===== config.mk =====
export PLATFORM = sky130hd
export DESIGN_NAME = seq_pattern_gen
export DESIGN_NICKNAME = d
export VERILOG_FILES = /design/src/rtl/seq_gen_pkg.sv /design/src/rtl/pattern_shifter.sv /design/src/rtl/seq_pattern_gen.sv
export SDC_FILE = /design/constraint.sdc
export NUM_CORES = 1
export LEC_CHECK = 0
export BUFFER_PORTS_ARGS = -buffer_cell sky130_fd_sc_hd__buf_4
export CORE_MARGIN = 2
export CORE_UTILIZATION = 45
export CTS_CLUSTER_SIZE = 40
export DETAILED_ROUTE_END_ITERATION = 10
export PLACE_DENSITY = 0.72
export SLEW_MARGIN = 5
export SYNTH_ARGS = -nofsm -noshare
export SYNTH_HDL_FRONTEND = slang
export SYNTH_SLANG_ARGS = --single-unit
export TNS_END_PERCENT = 1

===== constraint.sdc =====
create_clock -name clk -period 1.9 [get_ports clk]
set_clock_uncertainty 0.05 [all_clocks]
set_input_delay 0.19 -clock clk [delete_from_list [all_inputs] [get_ports clk]]
set_output_delay 0.19 -clock clk [all_outputs]
set_load 0.005 [all_outputs]

===== src/rtl/seq_gen_pkg.sv =====
// Shared types and defaults for the serial pattern generator.
package seq_gen_pkg;

  typedef enum logic [1:0] {IDLE, SEND, GAP, DONE} state_t;

  localparam int         PAT_W_DEF     = 4;
  localparam int         CNT_W_DEF     = 4;
  localparam int         GAP_W_DEF     = 3;
  localparam logic [3:0] PAT_DEFAULT_C = 4'b1011;

endpackage


===== src/rtl/pattern_shifter.sv =====
// Parallel-load MSB-first shift register with a bit counter that flags the last bit.
module pattern_shifter #(
  parameter int PAT_W = 4
) (
  input  logic             clk,
  input  logic             reset,
  input  logic             load,
  input  logic             shift,
  input  logic [PAT_W-1:0] data,
  output logic             msb,
  output logic             last_bit
);

  localparam int            BW       = $clog2(PAT_W);
  localparam logic [BW-1:0] LAST_IDX = BW'(PAT_W - 1);

  logic [PAT_W-1:0] shift_reg, shift_next;
  logic [BW-1:0]    bit_cnt_reg, bit_cnt_next;

  // Load has priority so a reload on the last bit restarts the pattern cleanly.
  genvar gi;
  generate
    for (gi = 0; gi < PAT_W; gi++) begin : g_bit
      if (gi == 0) begin : g_lsb
        assign shift_next[gi] = load ? data[gi] : (shift ? 1'b0 : shift_reg[gi]);
      end else begin : g_up
        assign shift_next[gi] = load ? data[gi] : (shift ? shift_reg[gi-1] : shift_reg[gi]);
      end
    end
  endgenerate

  always_comb begin
    bit_cnt_next = bit_cnt_reg;
    if (load)
      bit_cnt_next = '0;
    else if (shift)
      bit_cnt_next = (bit_cnt_reg == LAST_IDX) ? '0 : bit_cnt_reg + BW'(1);
  end

  always_ff @(posedge clk or posedge reset) begin
    if (reset) begin
      shift_reg   <= '0;
      bit_cnt_reg <= '0;
    end else begin
      shift_reg   <= shift_next;
      bit_cnt_reg <= bit_cnt_next;
    end
  end

  assign msb      = shift_reg[PAT_W-1];
  assign last_bit = (bit_cnt_reg == LAST_IDX);

endmodule


===== src/rtl/seq_pattern_gen.sv =====
// Serial pattern transmitter: repeats a latched pattern MSB-first with optional gaps.
module seq_pattern_gen
  import seq_gen_pkg::*;
#(
  parameter int               PAT_W       = PAT_W_DEF,
  parameter logic [PAT_W-1:0] PAT_DEFAULT = PAT_DEFAULT_C,
  parameter int               CNT_W       = CNT_W_DEF,
  parameter int               GAP_W       = GAP_W_DEF
) (
  input  logic             clk,
  input  logic             reset,
  input  logic             start,
  input  logic             use_default,
  input  logic [PAT_W-1:0] pattern_in,
  input  logic [CNT_W-1:0] repeat_n,
  input  logic [GAP_W-1:0] gap_len,
  input  logic             abort,
  output logic             x,
  output logic             x_valid,
  output logic             busy,
  output logic             done
);

  state_t           state_reg, state_next;
  logic [PAT_W-1:0] pat_lat_reg, pat_lat_next, pat_sel, load_data;
  logic [CNT_W-1:0] rep_cnt_reg, rep_cnt_next;
  logic [GAP_W-1:0] gap_lat_reg, gap_lat_next, gap_cnt_reg, gap_cnt_next;
  logic             accept, rep_remain, pat_end, gap_end;
  logic             sh_load, sh_shift, sh_msb, sh_last;
  logic             x_next, x_valid_next, busy_next, done_next;

  assign accept     = (state_reg == IDLE) && start && !abort;
  assign rep_remain = (rep_cnt_reg > CNT_W'(1));
  assign pat_end    = (state_reg == SEND) && !abort && sh_last;
  assign gap_end    = (state_reg == GAP) && !abort && (gap_cnt_reg == '0);
  assign pat_sel    = use_default ? PAT_DEFAULT : pattern_in;

  // Reload from the latched copy: the shifter itself is consumed while sending.
  assign sh_load   = (accept && (repeat_n != '0))
                   || (pat_end && rep_remain && (gap_lat_reg == '0))
                   || gap_end;
  assign sh_shift  = (state_reg == SEND) && !abort;
  assign load_data = (state_reg == IDLE) ? pat_sel : pat_lat_reg;

  pattern_shifter #(.PAT_W(PAT_W)) u_shifter (
    .clk      (clk),
    .reset    (reset),
    .load     (sh_load),
    .shift    (sh_shift),
    .data     (load_data),
    .msb      (sh_msb),
    .last_bit (sh_last)
  );

  always_ff @(posedge clk or posedge reset) begin
    if (reset) state_reg <= IDLE;
    else       state_reg <= state_next;
  end

  always_comb begin
    state_next = state_reg;
    case (state_reg)
      IDLE: if (accept) state_next = (repeat_n != '0) ? SEND : DONE;
      SEND: begin
        if (abort)
          state_next = IDLE;
        else if (sh_last)
          state_next = !rep_remain ? DONE : ((gap_lat_reg != '0) ? GAP : SEND);
      end
      GAP: begin
        if (abort)                   state_next = IDLE;
        else if (gap_cnt_reg == '0)  state_next = SEND;
      end
      DONE:    state_next = IDLE;
      default: state_next = IDLE;
    endcase
  end

  always_comb begin
    pat_lat_next = pat_lat_reg;
    rep_cnt_next = rep_cnt_reg;
    gap_lat_next = gap_lat_reg;
    gap_cnt_next = gap_cnt_reg;
    if (accept) begin
      pat_lat_next = pat_sel;
      rep_cnt_next = repeat_n;
      gap_lat_next = gap_len;
    end
    if (pat_end) begin
      rep_cnt_next = rep_cnt_reg - CNT_W'(1);
      if (rep_remain && (gap_lat_reg != '0))
        gap_cnt_next = gap_lat_reg - GAP_W'(1);
    end else if ((state_reg == GAP) && !abort && (gap_cnt_reg != '0)) begin
      gap_cnt_next = gap_cnt_reg - GAP_W'(1);
    end
  end

  always_ff @(posedge clk or posedge reset) begin
    if (reset) begin
      pat_lat_reg <= '0;
      rep_cnt_reg <= '0;
      gap_lat_reg <= '0;
      gap_cnt_reg <= '0;
    end else begin
      pat_lat_reg <= pat_lat_next;
      rep_cnt_reg <= rep_cnt_next;
      gap_lat_reg <= gap_lat_next;
      gap_cnt_reg <= gap_cnt_next;
    end
  end

  // Abort squashes outputs in the same cycle it is sampled, so no stray bit escapes.
  always_comb begin
    x_next       = 1'b0;
    x_valid_next = 1'b0;
    busy_next    = 1'b0;
    done_next    = 1'b0;
    case (state_reg)
      SEND: begin
        x_next       = sh_msb && !abort;
        x_valid_next = !abort;
        busy_next    = !abort;
      end
      GAP:     busy_next = !abort;
      DONE:    done_next = 1'b1;
      default: ;
    endcase
  end

  always_ff @(posedge clk or posedge reset) begin
    if (reset) begin
      x       <= 1'b0;
      x_valid <= 1'b0;
      busy    <= 1'b0;
      done    <= 1'b0;
    end else begin
      x       <= x_next;
      x_valid <= x_valid_next;
      busy    <= busy_next;
      done    <= done_next;
    end
  end

endmodule

==> flow_summary.ini <==
[synthesis]
yosys_warnings = 0
synth_top_area_cell = dfrtp_1
async_flop_share_pct = 100
syn_nets = 169
ys_ff_latch = 26
synth_top_area_share_pct = 42.4
synth_area_um2 = 1540
synthDistinctLibCells = 40
synthFlopType = dfrtp_1
synth_area_per_cell_um2 = 10.7
synth_edf_count = 0
synth_area_leaders = dfrtp_1 42%, ha_1 7.3%, mux2i_1 5.9%
seq_area_frac_synth_pct = 42.4
syn_inst = 144

[final_layout]
multi_input_area_um2 = 845
register_area_um2 = 651
fill_cells = 291
num_antenna_cells = 0
drive_gt1_share_pct = 35.2
nets = 202
syn_to_final_growth_pct = 24.1

[cts]
clk_latency_ps = 330
tritoncts = built
h-tree-depth = 1
cts.path.max_buffers = 2
clkSinkCount = 26
cts.clk_slew.worst_paths_ps = 140
cts-root-buf = clkbuf_4
cts_buffers = 3

[placement]
gp_congestion = 0.760
port_buffers = 19
dpl.hpwl_mm = 2.06

[route]
drc = 0
drt-wirelength-per-cell_um = 12.7
ant_nets = 0
drtIter0Drc = 48
vias = 1107
routed_via_density = 4.99
first_pass_iters = 4
wl_mm = 2.82

[worst_setup_path]
cp-start-kind = flop
path_cells = inv_2 > ha_4 > nand3b_1 > mux2i_2 > ha_2 > buf_4 > o31ai_1 > a221oi_2
worstPathArrival_ps = 2070
crit_path_end_kind = flop
crit_path_max_incr_delay_ps = 420
crit_type = flop to flop
cp.required_ps = 2070
slowest_stage = dfrtp_1
critPathMaxFanout = 4

[sta]
slew_violations = 0
period_share_pct = 99.8
holdWs_ps = 25.3
hold_violations = 0
fmax_mhz = 528
worst_slew_pin_slew_ps = 331
setup_tns_ps = 0
setup_violations = 0
rsz0062_at_grt = yes
min_period_ps = 1900
slew_headroom_pct = 77.9

[global_route]
grt_max_degree = 27
grt_pass1_vias = 1101
track_usage_pct = 15.8
grt_antenna_before_repair = 0
grt_overflow_total = 0
grt_pass1_wl_mm = 4.96

[floorplanning]
pin_count = 20
rows = 21
chipHeight_um = 62.4
chipWidth_um = 62.4
start_util_pct = 46.4
fp.coreArea_um2 = 3310
die-area_um2 = 3900

[job]
cap_violations = 0

[hold_path]
hold_class = input port to flop

[outcome]
status = complete, no violations

[power]
p_leak_uw = 0.000912
vdd_drop_max_v = 0.000475
fin_total_pwr_uw = 2470
power_density_nw_per_um2 = 1300
==> placed cells by master, fill, tap and decap left out, types with 2 or more instances in the layout <==
cell type | netlist | layout
mux2i_1 | 9 | 8
buf_6 | 1 | 2
nor3_4 | 2 | 2
inv_1 | 9 | 8
nand2_1 | 17 | 17
buf_4 | 2 | 28
dfrtp_1 | 26 | 26
a21oi_1 | 5 | 5
clkbuf_4 | 0 | 3
a21oi_2 | 2 | 2
ha_2 | 0 | 2
nor2b_1 | 2 | 2
nor2_2 | 2 | 2
nor3_1 | 5 | 4
dlygate4sd3_1 | 0 | 3
mux2_2 | 6 | 6
a211o_1 | 2 | 2
o31ai_1 | 2 | 2
ha_1 | 9 | 6
o21ai_0 | 10 | 10
nor2_1 | 9 | 9
nand2b_1 | 2 | 2
==> path summary, 6_finish.rpt <==
check | startpoint | endpoint | slack (ps) | cells after the start
setup reg to reg | state_reg[1] | gap_cnt_reg[2] | 5 | 8
hold / removal | gap_len[0] | gap_lat_reg[0] | 30 | 2
setup / recovery | state_reg[1] | gap_cnt_reg[2] | 5 | 8
max in group asynchronous | reset | pat_lat_reg[3] | 1140 | 4
hold reg to reg | pat_lat_reg[0] | pat_lat_reg[0] | 440 | 2
min in group asynchronous | reset | gap_cnt_reg[1] | 410 | 4
==> worst max-delay path: cells and delay by family, from the launching register on <==
kind,cells,cell delay [ps]
buffers and inverters,2,250
muxes,1,200
DFF,1,420
adders and majority gates,2,350
AOI/OAI and AO/OA,2,370
and+or+nand+nor,1,140
==> layout make-up <==
| cell class | instances | share of cell area (%) |
|---|---|---|
| repair buffers | 34 | 14.8 |
| clock buffers | 4 | 1.90 |
| flip-flops and latches | 26 | 34.1 |
| multi-input cells | 103 | 44.3 |
| well taps | 46 | 3.02 |
| inverters | 9 | 1.77 |
==> logic make-up after synthesis <==
group,count (synthesis),synth area share (%)
and+or+nand+nor,49,18.9
adders and majority gates,9,7.34
DFF,26,42.4
buffers and inverters,15,4.73
muxes,18,13.4
AOI/OAI and AO/OA,27,13.2
==> metrics by stage <==
stage	utilization (%)	area, um2	setup slack, ps	cells
CTS	55.6	1840	-2.94	218
detailed placement	53.4	1770	-27.9	210
global placement	53.4	1770	97.8	210
floorplan	-	1560	6.28	144
global route	57.6	1910	-84.2	222
finish	57.6	1910	4.69	222
==> layer usage <==
metal | vias to the layer above | track usage (%) | wire length, um
met2 | 19 | 26.2 | 1390
li1 | 558 | - | -
met1 | 525 | 20.7 | 1280
met5 | - | 0 | 0
met3 | 5 | 1.26 | 83
met4 | 0 | 8.33 | 66
==> report_power, final <==
| part | switching (uW) | leakage [uW] | internal [uW] | total, uW |
|---|---|---|---|---|
| Clock | 169 | 0.0000210 | 118 | 287 |
| Sequential | 198 | 0.000324 | 793 | 991 |
| Combinational | 571 | 0.000567 | 625 | 1200 |
| Total | 938 | 0.000912 | 1540 | 2470 |
==> repair_timing <==
action                                 in CTS  in global routing
resized for setup                           1                  4
hold buffers                                2                  1
buffers inserted                            2                  3
pin swaps                                   2                  5
setup endpoints to repair                   5                  9
endpoints found under the hold margin      27                  1
==> synthesized netlist by cell type (2+ instances only) <==
cell type,instances
a211o_1,2
o31ai_1,2
dfrtp_1,26
nor2_1,9
a21oi_2,2
nand2b_1,2
nor2_2,2
ha_1,9
mux2_2,6
buf_4,2
nand2_1,17
inv_1,9
o21ai_0,10
clkbuf_1,2
mux2i_1,9
nor3_4,2
a21oi_1,5
nor2b_1,2
nor3_1,5
No activity file was read; power rests on OpenSTA's default activity.
